[src/rtl/ahb_lite_master_if.sv]
// Command-side and AHB-Lite bus signals of ahb_lite_master, grouped as one bundle.
// The master modport is the initiator; the slave modport is the command source plus AHB target.
interface ahb_lite_master_if #(
    parameter int unsigned ADDR_W = 32,
    parameter int unsigned DATA_W = 32
);
    logic                  cmd_valid;
    logic                  cmd_ready;
    logic [ADDR_W-1:0]     cmd_addr;
    logic                  cmd_write;
    logic [2:0]            cmd_size;
    logic                  cmd_burst;
    logic [4*DATA_W-1:0]   cmd_wdata;
    logic                  rd_valid;
    logic [DATA_W-1:0]     rd_data;
    logic                  done;
    logic                  err;

    logic [ADDR_W-1:0]     haddr;
    logic [1:0]            htrans;
    logic                  hwrite;
    logic [2:0]            hsize;
    logic [2:0]            hburst;
    logic [3:0]            hprot;
    logic [DATA_W-1:0]     hwdata;
    logic [DATA_W-1:0]     hrdata;
    logic                  hready;
    logic [1:0]            hresp;

    modport master (
        input  cmd_valid, cmd_addr, cmd_write, cmd_size, cmd_burst, cmd_wdata,
        input  hrdata, hready, hresp,
        output cmd_ready, rd_valid, rd_data, done, err,
        output haddr, htrans, hwrite, hsize, hburst, hprot, hwdata
    );

    modport slave (
        output cmd_valid, cmd_addr, cmd_write, cmd_size, cmd_burst, cmd_wdata,
        output hrdata, hready, hresp,
        input  cmd_ready, rd_valid, rd_data, done, err,
        input  haddr, htrans, hwrite, hsize, hburst, hprot, hwdata
    );
endinterface

[src/rtl/ahb_lite_master.sv]
// AHB-Lite initiator: converts a command handshake into SINGLE/INCR4 pipelined transfers.
// Define AHB_MST_RETRY_EN to re-issue beats after RETRY/SPLIT (otherwise treated as ERROR).
module ahb_lite_master #(
    parameter int unsigned ADDR_W = 32,
    parameter int unsigned DATA_W = 32
) (
    input logic               clk,
    input logic               rst,
    ahb_lite_master_if.master bus
);
    typedef enum logic [2:0] {S_IDLE, S_ADDR, S_PIPE, S_LAST, S_ERR1} state_e;

    localparam logic [1:0] TR_IDLE      = 2'b00;
    localparam logic [1:0] TR_NONSEQ    = 2'b10;
    localparam logic [1:0] TR_SEQ       = 2'b11;
    localparam logic [1:0] RESP_OKAY    = 2'b00;
    localparam logic [2:0] BURST_SINGLE = 3'b000;
    localparam logic [2:0] BURST_INCR4  = 3'b011;

    state_e                   state_q, state_d;
    logic [ADDR_W-1:0]        haddr_q, haddr_d;
    logic [1:0]               htrans_q, htrans_d;
    logic                     hwrite_q, hwrite_d;
    logic [2:0]               hsize_q, hsize_d;
    logic [2:0]               hburst_q, hburst_d;
    logic [DATA_W-1:0]        hwdata_q, hwdata_d;
    logic [3:0][DATA_W-1:0]   wdata_q, wdata_d;
    logic [1:0]               addr_beat_q, addr_beat_d;
    logic                     rd_valid_q, rd_valid_d;
    logic [DATA_W-1:0]        rd_data_q, rd_data_d;
    logic                     done_q, done_d;
    logic                     err_q, err_d;

    logic [ADDR_W-1:0]        addr_inc;
    logic                     more_beats;
    logic                     size_ok, align_ok, bound_ok, cmd_ok;
    logic [10:0]              burst_end;

`ifdef AHB_MST_RETRY_EN
    logic                     retry_q, retry_d;
    logic [3:0]               retry_cnt_q, retry_cnt_d;
    logic [1:0]               data_beat_q, data_beat_d;
    logic [ADDR_W-1:0]        data_addr_q, data_addr_d;
`endif

    // Command legality: size, natural alignment, and INCR4 staying inside one 1KB page
    always_comb begin
        size_ok   = (bus.cmd_size <= 3'b010);
        burst_end = {1'b0, bus.cmd_addr[9:0]} + (11'd4 << bus.cmd_size[1:0]);
        bound_ok  = !bus.cmd_burst || (burst_end <= 11'd1024);
        case (bus.cmd_size)
            3'b001:  align_ok = !bus.cmd_addr[0];
            3'b010:  align_ok = (bus.cmd_addr[1:0] == 2'b00);
            default: align_ok = 1'b1;
        endcase
        cmd_ok = size_ok && align_ok && bound_ok;
    end

    assign addr_inc   = ADDR_W'(1) << hsize_q;
    assign more_beats = (hburst_q == BURST_INCR4) && (addr_beat_q != 2'd3);

    always_comb begin
        state_d     = state_q;
        haddr_d     = haddr_q;
        htrans_d    = htrans_q;
        hwrite_d    = hwrite_q;
        hsize_d     = hsize_q;
        hburst_d    = hburst_q;
        hwdata_d    = hwdata_q;
        wdata_d     = wdata_q;
        addr_beat_d = addr_beat_q;
        rd_valid_d  = 1'b0;
        rd_data_d   = rd_data_q;
        done_d      = 1'b0;
        err_d       = err_q;
`ifdef AHB_MST_RETRY_EN
        retry_d     = retry_q;
        retry_cnt_d = retry_cnt_q;
        data_beat_d = data_beat_q;
        data_addr_d = data_addr_q;
`endif

        case (state_q)
            S_IDLE: begin
                if (bus.cmd_valid) begin
                    if (cmd_ok) begin
                        state_d     = S_ADDR;
                        haddr_d     = bus.cmd_addr;
                        htrans_d    = TR_NONSEQ;
                        hwrite_d    = bus.cmd_write;
                        hsize_d     = bus.cmd_size;
                        hburst_d    = bus.cmd_burst ? BURST_INCR4 : BURST_SINGLE;
                        wdata_d     = bus.cmd_wdata;
                        addr_beat_d = '0;
`ifdef AHB_MST_RETRY_EN
                        retry_cnt_d = '0;
`endif
                    end else begin
                        done_d = 1'b1;
                        err_d  = 1'b1;
                    end
                end
            end

            S_ADDR, S_PIPE, S_LAST: begin
                if (state_q != S_ADDR && bus.hresp != RESP_OKAY) begin
                    htrans_d = TR_IDLE;
                    if (bus.hready) begin
                        state_d = S_IDLE;
                        done_d  = 1'b1;
                        err_d   = 1'b1;
                    end else begin
                        state_d = S_ERR1;
`ifdef AHB_MST_RETRY_EN
                        retry_d = bus.hresp[1];
`endif
                    end
                end else if (bus.hready) begin
                    if (state_q != S_ADDR && !hwrite_q) begin
                        rd_valid_d = 1'b1;
                        rd_data_d  = bus.hrdata;
                    end
                    if (state_q == S_LAST) begin
                        state_d = S_IDLE;
                        done_d  = 1'b1;
                        err_d   = 1'b0;
                    end else begin
                        // Address of the current beat accepted: it enters its data phase
                        hwdata_d = wdata_q[addr_beat_q];
`ifdef AHB_MST_RETRY_EN
                        data_beat_d = addr_beat_q;
                        data_addr_d = haddr_q;
`endif
                        if (more_beats) begin
                            state_d     = S_PIPE;
                            haddr_d     = haddr_q + addr_inc;
                            htrans_d    = TR_SEQ;
                            addr_beat_d = addr_beat_q + 2'd1;
                        end else begin
                            state_d  = S_LAST;
                            htrans_d = TR_IDLE;
                        end
                    end
                end
            end

            S_ERR1: begin
                if (bus.hready) begin
`ifdef AHB_MST_RETRY_EN
                    // Restart from the failed beat; later beats follow as SEQ
                    if (retry_q && retry_cnt_q != 4'd15) begin
                        state_d     = S_ADDR;
                        haddr_d     = data_addr_q;
                        htrans_d    = TR_NONSEQ;
                        addr_beat_d = data_beat_q;
                        retry_cnt_d = retry_cnt_q + 4'd1;
                    end else begin
                        state_d = S_IDLE;
                        done_d  = 1'b1;
                        err_d   = 1'b1;
                    end
`else
                    state_d = S_IDLE;
                    done_d  = 1'b1;
                    err_d   = 1'b1;
`endif
                end
            end

            default: state_d = S_IDLE;
        endcase
    end

    always_ff @(posedge clk) begin
        if (rst) begin
            state_q     <= S_IDLE;
            haddr_q     <= '0;
            htrans_q    <= TR_IDLE;
            hwrite_q    <= 1'b0;
            hsize_q     <= '0;
            hburst_q    <= '0;
            hwdata_q    <= '0;
            wdata_q     <= '0;
            addr_beat_q <= '0;
            rd_valid_q  <= 1'b0;
            rd_data_q   <= '0;
            done_q      <= 1'b0;
            err_q       <= 1'b0;
        end else begin
            state_q     <= state_d;
            haddr_q     <= haddr_d;
            htrans_q    <= htrans_d;
            hwrite_q    <= hwrite_d;
            hsize_q     <= hsize_d;
            hburst_q    <= hburst_d;
            hwdata_q    <= hwdata_d;
            wdata_q     <= wdata_d;
            addr_beat_q <= addr_beat_d;
            rd_valid_q  <= rd_valid_d;
            rd_data_q   <= rd_data_d;
            done_q      <= done_d;
            err_q       <= err_d;
        end
    end

`ifdef AHB_MST_RETRY_EN
    always_ff @(posedge clk) begin
        if (rst) begin
            retry_q     <= 1'b0;
            retry_cnt_q <= '0;
            data_beat_q <= '0;
            data_addr_q <= '0;
        end else begin
            retry_q     <= retry_d;
            retry_cnt_q <= retry_cnt_d;
            data_beat_q <= data_beat_d;
            data_addr_q <= data_addr_d;
        end
    end
`endif

    assign bus.cmd_ready = (state_q == S_IDLE) && !rst;
    // Cancel the pending SEQ already in the first cycle of a two-cycle error response
    assign bus.htrans    = (state_q == S_PIPE && bus.hresp != RESP_OKAY) ? TR_IDLE : htrans_q;
    assign bus.haddr     = haddr_q;
    assign bus.hwrite    = hwrite_q;
    assign bus.hsize     = hsize_q;
    assign bus.hburst    = hburst_q;
    assign bus.hprot     = 4'b0001;
    assign bus.hwdata    = hwdata_q;
    assign bus.rd_valid  = rd_valid_q;
    assign bus.rd_data   = rd_data_q;
    assign bus.done      = done_q;
    assign bus.err       = err_q;
endmodule

[src/flat_wrapper.sv]
// flat-port wrapper written by rule: the top's interface ports become plain ports
module ahb_lite_master_flat 
#(
    parameter int unsigned ADDR_W = 32,
    parameter int unsigned DATA_W = 32
)
  (clk, rst, bus_cmd_valid, bus_cmd_addr, bus_cmd_write, bus_cmd_size, bus_cmd_burst, bus_cmd_wdata, bus_hrdata, bus_hready, bus_hresp, bus_cmd_ready, bus_rd_valid, bus_rd_data, bus_done, bus_err, bus_haddr, bus_htrans, bus_hwrite, bus_hsize, bus_hburst, bus_hprot, bus_hwdata);
  ahb_lite_master_if #(.ADDR_W(ADDR_W), .DATA_W(DATA_W)) bus_i ();
  input logic clk;
  input logic rst;
  input wire logic [$bits(bus_i.cmd_valid)-1:0] bus_cmd_valid;
  input wire logic [$bits(bus_i.cmd_addr)-1:0] bus_cmd_addr;
  input wire logic [$bits(bus_i.cmd_write)-1:0] bus_cmd_write;
  input wire logic [$bits(bus_i.cmd_size)-1:0] bus_cmd_size;
  input wire logic [$bits(bus_i.cmd_burst)-1:0] bus_cmd_burst;
  input wire logic [$bits(bus_i.cmd_wdata)-1:0] bus_cmd_wdata;
  input wire logic [$bits(bus_i.hrdata)-1:0] bus_hrdata;
  input wire logic [$bits(bus_i.hready)-1:0] bus_hready;
  input wire logic [$bits(bus_i.hresp)-1:0] bus_hresp;
  output wire logic [$bits(bus_i.cmd_ready)-1:0] bus_cmd_ready;
  output wire logic [$bits(bus_i.rd_valid)-1:0] bus_rd_valid;
  output wire logic [$bits(bus_i.rd_data)-1:0] bus_rd_data;
  output wire logic [$bits(bus_i.done)-1:0] bus_done;
  output wire logic [$bits(bus_i.err)-1:0] bus_err;
  output wire logic [$bits(bus_i.haddr)-1:0] bus_haddr;
  output wire logic [$bits(bus_i.htrans)-1:0] bus_htrans;
  output wire logic [$bits(bus_i.hwrite)-1:0] bus_hwrite;
  output wire logic [$bits(bus_i.hsize)-1:0] bus_hsize;
  output wire logic [$bits(bus_i.hburst)-1:0] bus_hburst;
  output wire logic [$bits(bus_i.hprot)-1:0] bus_hprot;
  output wire logic [$bits(bus_i.hwdata)-1:0] bus_hwdata;
  assign bus_i.cmd_valid = bus_cmd_valid;
  assign bus_i.cmd_addr = bus_cmd_addr;
  assign bus_i.cmd_write = bus_cmd_write;
  assign bus_i.cmd_size = bus_cmd_size;
  assign bus_i.cmd_burst = bus_cmd_burst;
  assign bus_i.cmd_wdata = bus_cmd_wdata;
  assign bus_i.hrdata = bus_hrdata;
  assign bus_i.hready = bus_hready;
  assign bus_i.hresp = bus_hresp;
  assign bus_cmd_ready = bus_i.cmd_ready;
  assign bus_rd_valid = bus_i.rd_valid;
  assign bus_rd_data = bus_i.rd_data;
  assign bus_done = bus_i.done;
  assign bus_err = bus_i.err;
  assign bus_haddr = bus_i.haddr;
  assign bus_htrans = bus_i.htrans;
  assign bus_hwrite = bus_i.hwrite;
  assign bus_hsize = bus_i.hsize;
  assign bus_hburst = bus_i.hburst;
  assign bus_hprot = bus_i.hprot;
  assign bus_hwdata = bus_i.hwdata;
  ahb_lite_master #(.ADDR_W(ADDR_W), .DATA_W(DATA_W)) u_core (.clk(clk), .rst(rst), .bus(bus_i));
endmodule
[config.mk]
export PLATFORM = sky130hd
export DESIGN_NAME = ahb_lite_master_flat
export DESIGN_NICKNAME = d
export VERILOG_FILES = /design/src/rtl/ahb_lite_master_if.sv /design/src/rtl/ahb_lite_master.sv /design/src/flat_wrapper.sv
export SDC_FILE = /design/constraint.sdc
export NUM_CORES = 1
export LEC_CHECK = 0
export ABC_CLOCK_PERIOD_IN_PS = 7500
export CELL_PAD_IN_SITES_DETAIL_PLACEMENT = 2
export CELL_PAD_IN_SITES_GLOBAL_PLACEMENT = 2
export CORE_MARGIN = 1.5
export CORE_UTILIZATION = 29
export CTS_CLUSTER_DIAMETER = 50
export DETAILED_ROUTE_END_ITERATION = 8
export PLACE_DENSITY_LB_ADDON = 0.12
export SYNTH_ARGS = -nofsm -noshare
export SYNTH_HDL_FRONTEND = slang
export SYNTH_SLANG_ARGS = --single-unit
[constraint.sdc]
create_clock -name clk -period 7.5 [get_ports clk]
set_input_delay 0.75 -clock clk [delete_from_list [all_inputs] [get_ports clk]]
set_output_delay 0.75 -clock clk [all_outputs]
set_load 0.005 [all_outputs]
### After elaboration in Yosys (flattened, before gate mapping)

Index checks and enable logic that the tools add are counted.

| storage, ports and cells | value |
|---|---|
| register bits after elaboration | 241 |
| bits of input ports | 203 |
| word-level logic and storage cells | 124 |

| cells by class | value |
|---|---|
| add/sub/neg operators | 3 |
| $lt $le $gt $ge | 3 |
| equality and inequality tests | 20 |
| shifts and indexed selects | 2 |
| muxes and demuxes | 50 |
| bitwise logic cells | 4 |
| reduce and logical (&&, ||, !) cells | 26 |

Operators with widths:

| cell | count |
|---|---|
| $mux W32 | 7 |
| $bmux W32 S2 | 1 |
| $pmux W32 S2 | 1 |
| $add A32 B32 Y32 | 1 |
| $shl A1 B3 Y32 const A | 1 |
| $mux W2 | 14 |
| $mux W3 | 7 |
| $mux W1 | 14 |
| $ne A2 B2 Y1 const B | 7 |
| $eq A3 B2 Y1 const B | 4 |
| $reduce_and A4 Y1 | 3 |
| $add A10 B11 Y11 | 1 |
| $le A11 B11 Y1 const B | 1 |
| $shl A3 B2 Y11 const A | 1 |
| $reduce_and A5 Y1 | 2 |
| $pmux W3 S3 | 1 |
| $pmux W2 S2 | 2 |
| $logic_and A1 B1 Y1 | 7 |
| $reduce_and A7 Y1 | 1 |
| $eq A3 B1 Y1 const B | 2 |
| $ne A3 B1 Y1 const B | 2 |
| $ne A3 B2 Y1 const B | 2 |
| $pmux W1 S3 | 2 |
| $logic_not A1 Y1 | 4 |
| other kinds (15) | 20 |

### Longest topological paths before layout

Gate-level depths: netlist of run 1.

| depth | value |
|---|---|
| depth in word-level cells | 8 |
| depth in mapped cells | 13 |

### Least setup slack after synthesis of run 1

OpenSTA, ideal clock, no wires.

| path | value |
|---|---|
| path kind | input to register |
| from | input port bus_cmd_size[0] |
| to | register u_core.wdata_q[26] in the netlist's numbering |
| arrival | 3.137 ns |
| data required time | 7.368 ns |
| setup slack | 4.231 ns |
| stages | 13 |
| buffers on the path | 3 |
| cell sequence | nor2_1 ha_1 inv_1 fa_1 nand2b_1 nor4_1 o21ai_1 a2111o_1 clkbuf_1 buf_2 buf_2 nand2_1 a21oi_1 |

| between the ends | value |
|---|---|
| longest elaborated chain between the ends | 6 |

RTL lines:

| item | RTL line | text |
|---|---|---|
| start, declared | flat_wrapper.sv:14 | `input wire logic [$bits(bus_i.cmd_size)-1:0] bus_cmd_size;` |
| $shl A3 B2 Y11 | ahb_lite_master.sv:49 | `burst_end = {1'b0, bus.cmd_addr[9:0]} + (11'd4 << bus.cmd_size[1:0]);` |
| $add A10 B11 Y11 | ahb_lite_master.sv:49 |  |
| $le A11 B11 Y1 | ahb_lite_master.sv:50 | `bound_ok = !bus.cmd_burst \|\| (burst_end <= 11'd1024);` |
| $logic_or A1 B1 Y1 | ahb_lite_master.sv:50 |  |
| $logic_and A1 B1 Y1 (*) | ahb_lite_master.sv:56 | `cmd_ok = size_ok && align_ok && bound_ok;` |
| $reduce_and A3 Y1 (no line) (*) | n/a |  |
| end signal, assigned | ahb_lite_master.sv:197 | `wdata_q <= wdata_d;` |
| end, declared | ahb_lite_master.sv:27 | `logic [3:0][DATA_W-1:0] wdata_q, wdata_d;` |

Mark *: on every way between the ends. The rest lies on a longest branch, timed or not.
A chain may end at the register's enable or synchronous reset.

### Final worst setup path of run 1

| path | value |
|---|---|
| from | input port bus_cmd_size[0] |
| to | register u_core.wdata_q[102] in the netlist's numbering |

Same word-level chain as after synthesis.

==> results.rst, run 1 <==
.. list-table::
   :header-rows: 1

   * - Metric
     - Value
   * - Run status
     - finished, final reports clean
   * - Yosys synthesis warning count
     - 0
   * - Non-filler instance count after layout
     - about 2100
   * - Cts repair resizes
     - 0
   * - Commonest non-fill, non-tap cells in the layout
     - 442 x nand2_1, 309 x clkdlybuf4s50_1, 237 x dfxtp_1
   * - Width of the die
     - between 150 and 200 µm
   * - Net count of the finished layout
     - 1813
   * - Worst relative slew slack
     - 32.92%
   * - Startpoint type of the worst setup path
     - input pin
   * - Initial core utilization
     - slightly below 30%
   * - # H-tree levels
     - 2
   * - CP max stage delay
     - between 800 and 900 ps
   * - Mean routed wirelength per cell
     - 20.00 µm
   * - Die area
     - ~38000 µm²
   * - Required @ worst endpoint
     - between 7000 and 8000 ps
   * - Final worst-path cycle share
     - 56.85%
   * - Type of the tightest min-delay check
     - reg -> reg
   * - Count of buffers added by post-CTS timing repair for setup
     - 0
   * - Hold-fix buffers at CTS
     - 0
   * - Cells after DPL
     - 2023
   * - Number of standard cells after synthesis
     - 1333
   * - Static power due to leakage
     - approximately 5.3 nW
   * - Worst path bufs/invs
     - 3
   * - Core outline area
     - 36520 µm²
   * - Cell Chain, Critical Path
     - clkdlybuf4s50_1 -> nor2b_1 -> inv_1 -> fa_1 -> nor2b_1 -> nor3_1 -> nor3_1 -> a2111o_2 -> buf_4 -> nand2_1 -> a21oi_1
   * - Total negative slack
     - 0 ps
   * - Capturing element type of the critical path
     - flip-flop
   * - Detailed-router iteration count before antenna repair
     - 5
   * - # DRC
     - 0
   * - Synthesis-to-layout area growth
     - 43.45%
   * - Yosys reg bits
     - 239
   * - Root buffer cell
     - clkbuf_16
   * - Skew final
     - 23.71 ps
   * - Main flop type after synthesis
     - dfxtp_1
   * - Highest-delay cell along the critical path
     - a2111o_2
   * - Via density per instance
     - 5.122
   * - Clock Path Buffers
     - 3
   * - Max Transition Viols Final
     - 0
   * - Max IR drop VDD
     - 0.1235 mV
   * - Post-synth cell types
     - between 60 and 70
   * - Initial antenna violation count
     - 4
   * - Min setup slack post-route
     - 3236 ps
   * - Count of buffers from port buffering
     - 310
   * - Share of final-layout standard cells stronger than drive strength 1
     - around 7.8%
   * - Number of failing setup endpoints in the final timing report
     - 0
   * - Top cell family by delay on the critical path
     - buffers and inverters
   * - Die H
     - 195.6 µm
   * - Later-pin clock latency in the skew report
     - 520 ps
   * - Share of the yosys chip area belonging to registers
     - 44.48%
   * - Arrival time reported for the critical path endpoint
     - between 4000 and 5000 ps
   * - Hold Slack
     - 450.6 ps
   * - Count of standard-cell rows
     - 70
   * - Most common cell after layout, fill and taps aside
     - nand2_1
   * - First-pass GRT wire length
     - 64850 µm
   * - Avg Inst Size Synth
     - 8.070 µm²
   * - Setup repair after global routing missed its margin
     - no
   * - Maximum number of pins on one net before global-route repair
     - between 80 and 90
   * - Number of enable-type register cells in the synthesized netlist
     - 0
   * - Post-layout total power
     - 3.582 mW
   * - Number of global-route vias before repair
     - between 10000 and 15000
   * - Netlist area before placement
     - 10760 µm²
   * - Maximum clock rate
     - 234.5 MHz
   * - Routability congestion estimate
     - 0.8614
   * - Number of top-level pins
     - roughly 320
   * - Total grt overflow
     - 0
   * - Routed Wire Length
     - 41820 µm
   * - Number of endpoints with negative hold slack in the final report
     - 0
   * - Worst setup slack before clock tree synthesis
     - approximately 2700 ps
   * - Initial detailed-routing violation count
     - between 300 and 400
   * - Power density cells
     - 232.1 nW/µm²
   * - Post-DRT Antenna Nets
     - 0
   * - Clock sinks
     - 239
   * - Async S/R FF share, synth
     - 0%
   * - Clock tree from TritonCTS
     - yes
   * - Critical path fanouts, max
     - 51
   * - Number of clock buffers inserted by TritonCTS
     - 38
   * - Min Tclk post-route
     - 4264 ps
   * - Worst Path Class, Setup
     - in -> reg
   * - CTS clk-pin slew, worst paths
     - 60 ps
   * - Total via count in the routed design
     - 10710
   * - Detail Placement HPWL
     - 28530 µm
   * - Total track usage
     - 21.44%
   * - Actual slew at the worst max-slew pin
     - between 1000 and 1500 ps
   * - MaxCap Viol Count
     - 0
## cells by family (layout without fill, tap and decap cells)
kind of cell | count (synthesis) | after routing | share of synthesized area (%)
buffers and inverters | 120 | 406 | 4.827
adder cells (fa/ha/maj) | 16 | 16 | 1.977
other | 2 | 6 | 0.06981
AND/OR/NAND/NOR | 562 | 562 | 21.68
flip-flops | 239 | 239 | 44.48
XOR/XNOR | 6 | 6 | 0.4885
multiplexers | 36 | 36 | 7.071
AO/OA/AOI/OAI | 352 | 352 | 19.41
## worst min-delay path, stage by stage (launching register included)
cell and delay [ps]:
dfxtp_1 300, nand2_1 50, a21oi_1 50
## per-stage QoR
| stage | utilization (%) | instance area [µm²] |
|---|---|---|
| 4_1_cts | 42.25 | 15430 |
| 3_5_place_dp | 38.66 | 14120 |
| 5_1_grt | 42.25 | 15430 |
| 6_report | 42.25 | 15430 |
| 2_1_floorplan | - | 10770 |
| 3_3_place_gp | 38.66 | 14120 |
## cell usage after synthesis (10+ instances only)
cell type | instances | share of area, %
clkbuf_1 | 70 | 2.4
and3_1 | 13 | 0.76
nor2b_1 | 11 | 0.64
dfxtp_1 | 239 | 44
nor2_1 | 32 | 1.1
mux4_2 | 32 | 6.7
nand3_1 | 18 | 0.84
buf_1 | 11 | 0.38
a211oi_1 | 16 | 1.1
inv_1 | 14 | 0.49
ha_1 | 13 | 1.5
nand2_1 | 442 | 15
o21ai_0 | 29 | 1.3
buf_2 | 10 | 0.47
a21oi_1 | 223 | 10
buf_4 | 15 | 1.0
## worst paths after layout
path | slack [ps] | endpoint | from | cells past startpoint
worst max-delay path | 3240 | u_core.wdata_q[102]$_SDFFE_PP0P_ | bus_cmd_size[0] | 11
worst min-delay path | 450 | u_core.wdata_q[73]$_SDFFE_PP0P_ | u_core.wdata_q[73]$_SDFFE_PP0P_ | 2
worst max register to register | 4020 | u_core.bus.haddr[23]$_SDFFE_PP0P_ | u_core.bus.hsize[2]$_SDFFE_PP0P_ | 10
worst min register to register | 450 | u_core.wdata_q[73]$_SDFFE_PP0P_ | u_core.wdata_q[73]$_SDFFE_PP0P_ | 2
## area by class of cell
cell class | instances | area [µm²]
Antenna cell | 1 | 2.502
Clock buffer | 47 | 1056
Clock inverter | 20 | 255.2
Fill cell | 4042 | 21090
Inverter | 14 | 52.55
Multi-Input combinational cell | 977 | 5477
Sequential cell | 239 | 4787
Tap cell | 468 | 585.6
Timing Repair Buffer | 325 | 3217
## registers in the layout, summed over array words and instances (netlist names), 2 cells and up
name,count
u_core.addr_beat_q,2
u_core.bus.rd_data,32
u_core.bus.hwdata,32
u_core.bus.hsize,3
u_core.htrans_q,2
u_core.bus.haddr,32
u_core.wdata_q,128
u_core.state_q,3
## where the power goes
part,internal (mW),switching [mW]
Clock,1.17,0.646
Combinational,0.207,0.197
Sequential,1.32,0.0417
Total,2.70,0.885
## metal layers
| metal | vias up | wire length [µm] | track usage, % |
|---|---|---|---|
| li1 | 5129 | - | - |
| met1 | 5263 | 18700 | 27.21 |
| met2 | 260 | 20130 | 36.97 |
| met3 | 53 | 2084 | 4.335 |
| met4 | 6 | 856 | 5.627 |
| met5 | - | 45 | 0 |
(Power assumes the default switching activity.)
==> run 2, diff against run 1 <==
--- a/config.mk
+++ b/config.mk
@@ -5,11 +5,11 @@
 export SDC_FILE = /design/constraint.sdc
 export NUM_CORES = 1
 export LEC_CHECK = 0
-export ABC_CLOCK_PERIOD_IN_PS = 7500
+export ABC_CLOCK_PERIOD_IN_PS = 4230
 export CELL_PAD_IN_SITES_DETAIL_PLACEMENT = 2
 export CELL_PAD_IN_SITES_GLOBAL_PLACEMENT = 2
 export CORE_MARGIN = 1.5
-export CORE_UTILIZATION = 29
+export CORE_UTILIZATION = 27
 export CTS_CLUSTER_DIAMETER = 50
 export DETAILED_ROUTE_END_ITERATION = 8
 export PLACE_DENSITY_LB_ADDON = 0.12
==> constraint.sdc (replaced) <==
create_clock -name clk -period 4.23 [get_ports clk]
set_input_delay 0.423 -clock clk [delete_from_list [all_inputs] [get_ports clk]]
set_output_delay 0.423 -clock clk [all_outputs]
set_load 0.005 [all_outputs]
==> run 2 against run 1 <==
  * Via count is 0.46% lower
  * Clock skew is 9.8 ps lower
  * Cell count is 2.7% higher
  * Clock-buffer cell count is 4 higher
  * Largest power group unchanged
==> results.rst, run 2 (same netlist as run 1, synthesis figures left out) <==
.. list-table::
   :header-rows: 1

   * - Metric
     - Value
   * - Detailed-router iteration count before antenna repair
     - 4 (was 5)
   * - CP max stage delay
     - 560 ps (was 820 ps)
   * - Worst reg-to-reg setup slack
     - 1080 ps (was 4020 ps)
   * - # DRC
     - 0 (unchanged)
   * - Number of global-route vias before repair
     - 11500 (was 11470)
   * - Count of cells along the worst register-to-register path
     - 10 (unchanged)
   * - Post-DRT Antenna Nets
     - 0 (unchanged)
   * - Max IR drop VDD
     - 0.2314 mV (was 0.1235 mV)
   * - CTS clk-pin slew, worst paths
     - 50 ps (was 60 ps)
   * - Register name with the most flops
     - u_core.wdata_q (unchanged)
   * - # H-tree levels
     - 2 (unchanged)
   * - Share of final-layout standard cells stronger than drive strength 1
     - 8.047% (was 7.768%)
   * - Power density cells
     - 414.3 nW/µm² (was 232.1 nW/µm²)
   * - Max reg flops
     - 128 (unchanged)
   * - Clock sinks
     - 239 (unchanged)
   * - Total grt overflow
     - 0 (unchanged)
   * - Highest-delay cell along the critical path
     - a2111oi_4 (was a2111o_2)
   * - Run status
     - finished, final reports clean (unchanged)
   * - Critical path fanouts, max
     - 82 (was 51)
   * - Number of clock buffers inserted by TritonCTS
     - 40 (was 38)
   * - Via density per instance
     - 4.966 (was 5.122)
   * - Worst Path Class, Setup
     - in -> reg (unchanged)
   * - Static power due to leakage
     - 5.312 nW (was 5.285 nW)
   * - Routability congestion estimate
     - 0.7924 (was 0.8614)
   * - Number of top-level pins
     - 316 (unchanged)
   * - Hold-fix buffers at CTS
     - 0 (unchanged)
   * - Startpoint type of the worst setup path
     - input pin (unchanged)
   * - Worst relative slew slack
     - 29.85% (was 32.92%)
   * - Core outline area
     - 39010 µm² (was 36520 µm²)
   * - Detail Placement HPWL
     - 28480 µm (was 28530 µm)
   * - Count of standard-cell rows
     - 72 (was 70)
   * - Min Tclk post-route
     - 3419 ps
   * - Routed Wire Length
     - 42030 µm (was 41820 µm)
   * - Launch point of the critical path
     - bus_cmd_size[1] (was bus_cmd_size[0])
   * - Min setup slack post-route
     - 810.9 ps (was 3236 ps)
   * - Beginning of the worst register-to-register path
     - u_core.bus.hsize[2]$_SDFFE_PP0P_ (unchanged)
   * - Count of buffers added by post-CTS timing repair for setup
     - 0 (unchanged)
   * - Required @ worst endpoint
     - 4660 ps (was 7920 ps)
   * - Clock tree from TritonCTS
     - yes (unchanged)
   * - Number of endpoints with negative hold slack in the final report
     - 0 (unchanged)
   * - Initial detailed-routing violation count
     - 385 (was 359)
   * - Maximum clock rate
     - about 290 MHz
   * - Later-pin clock latency in the skew report
     - 520 ps (about the same)
   * - Final worst-path cycle share
     - 80.83%
   * - Initial core utilization
     - 27.58% (was 29.46%)
   * - Initial antenna violation count
     - 5 (was 4)
   * - Total via count in the routed design
     - 10660 (was 10710)
   * - MaxCap Viol Count
     - 0 (unchanged)
   * - Most common cell after layout, fill and taps aside
     - nand2_1 (unchanged)
   * - Total negative slack
     - 0 ps (unchanged)
   * - Maximum number of pins on one net before global-route repair
     - 136 (was 89)
   * - Max Transition Viols Final
     - 0 (unchanged)
   * - Actual slew at the worst max-slew pin
     - 1052 ps (was 1006 ps)
   * - Skew final
     - 13.92 ps (was 23.71 ps)
   * - Width of the die
     - 202.6 µm (was 195.6 µm)
   * - Arrival time reported for the critical path endpoint
     - 3850 ps (was 4680 ps)
   * - Endpoint of the worst setup timing path
     - u_core.wdata_q[106]$_SDFFE_PP0P_ (was u_core.wdata_q[102]$_SDFFE_PP0P_)
   * - Commonest non-fill, non-tap cells in the layout
     - 442 x nand2_1, 309 x clkdlybuf4s50_1, 237 x dfxtp_1 (unchanged)
   * - Cts repair resizes
     - 0 (unchanged)
   * - Top cell family by delay on the critical path
     - compound AO/OA/AOI/OAI gates (was buffers and inverters)
   * - Synthesis-to-layout area growth
     - 45.07% (was 43.45%)
   * - Mean routed wirelength per cell
     - 19.58 µm (was 20.00 µm)
   * - Count of buffers from port buffering
     - 310 (unchanged)
   * - Capturing element type of the critical path
     - flip-flop (unchanged)
   * - Die H
     - 202.6 µm (was 195.6 µm)
   * - First-pass GRT wire length
     - 65700 µm (was 64850 µm)
   * - Type of the tightest min-delay check
     - in -> reg (was reg -> reg)
   * - Number of failing setup endpoints in the final timing report
     - 0 (unchanged)
   * - Cell Chain, Critical Path
     - clkdlybuf4s50_1 -> nor2_1 -> ha_1 -> inv_1 -> fa_1 -> nand2b_1 -> nor4_1 -> o21ai_1 -> a2111oi_4 -> buf_12 -> nand2_1 -> a21oi_1 (was clkdlybuf4s50_1 -> nor2b_1 -> inv_1 -> fa_1 -> nor2b_1 -> nor3_1 -> nor3_1 -> a2111o_2 -> buf_4 -> nand2_1 -> a21oi_1)
   * - Worst path bufs/invs
     - 3 (unchanged)
   * - Total track usage
     - 20.15% (was 21.44%)
   * - Setup repair after global routing missed its margin
     - no (unchanged)
   * - Net count of the finished layout
     - 1817 (was 1813)
   * - Critical path depth
     - 12 (was 11)
   * - Endpoint of the worst-slack reg-to-reg timing path
     - u_core.bus.haddr[17]$_SDFFE_PP0P_ (was u_core.bus.haddr[23]$_SDFFE_PP0P_)
   * - Worst setup slack before clock tree synthesis
     - 237.2 ps (was 2718 ps)
   * - Die area
     - 41050 µm² (was 38260 µm²)
   * - Root buffer cell
     - clkbuf_16 (unchanged)
   * - Clock Path Buffers
     - 3 (unchanged)
run 2: layout make-up:
class / count / area (µm²)
repair buffers: 327 / 3272
fillers: 4295 / 23400
well taps: 518 / 648.1
flip-flops and latches: 239 / 4787
inverters: 14 / 52.55
diodes: 1 / 2.502
clock buffers: 51 / 1104
clock inverters: 20 / 257.7
multi-input cells: 977 / 5483
run 2: how the worst min path moves through the flow:
stage / start / depth (start not counted) / endpoint / slack [ps]
floorplan: u_core.htrans_q[1]$_SDFFE_PP0P_ / 1 / u_core.htrans_q[1]$_SDFFE_PP0P_ / 420
global placement: u_core.htrans_q[1]$_SDFFE_PP0P_ / 1 / u_core.htrans_q[1]$_SDFFE_PP0P_ / 430
detailed placement: u_core.wdata_q[34]$_SDFFE_PP0P_ / 2 / u_core.wdata_q[34]$_SDFFE_PP0P_ / 450
CTS: bus_cmd_wdata[40] / 3 / u_core.wdata_q[40]$_SDFFE_PP0P_ / 430
global route: bus_cmd_wdata[89] / 3 / u_core.wdata_q[89]$_SDFFE_PP0P_ / 430
finish: rst / 2 / u_core.bus.rd_data[22]$_SDFFE_PP0P_ / 440
run 2: metal layers:
metal / vias up / global-route usage [%] / wire length [µm]
met5: - / 0 / 52
met4: 8 / 4.471 / 666
met3: 53 / 4.639 / 2289
met2: 245 / 33.70 / 19880
met1: 5227 / 26.37 / 19140
li1: 5129 / - / -
run 2: stage by stage:
step / power [mW] / util (%) / hold slack (ps) / area (µm²) / cells
2_1_floorplan: 2.761 / - / 418.1 / 10770 / 1336
3_3_place_gp: 3.169 / 36.51 / 434.9 / 14240 / 2075
3_5_place_dp: 3.185 / 36.51 / 447.0 / 14240 / 2075
4_1_cts: 6.588 / 40.00 / 425.9 / 15600 / 2146
5_1_grt: 6.755 / 40.00 / 431.8 / 15600 / 2146
6_report: 6.466 / 40.01 / 443.0 / 15610 / 2147
run 2: worst register-to-register path: stages (launching register included):
cell and delay, ps:
dfxtp_1 540, nor2_1 90, nand2_1 120, inv_1 60
ha_1 300, a211oi_1 300, o21bai_1 210, o2111ai_1 470
a21boi_0 310, a31o_2 320, a221oi_1 310
run 2: power breakdown:
group          leakage (nW)  total [mW]  internal [mW]  switching (mW)
Sequential             1.94        2.41           2.33          0.0711
Clock                 0.646        3.34           2.15            1.18
Combinational          2.73       0.725          0.373           0.351
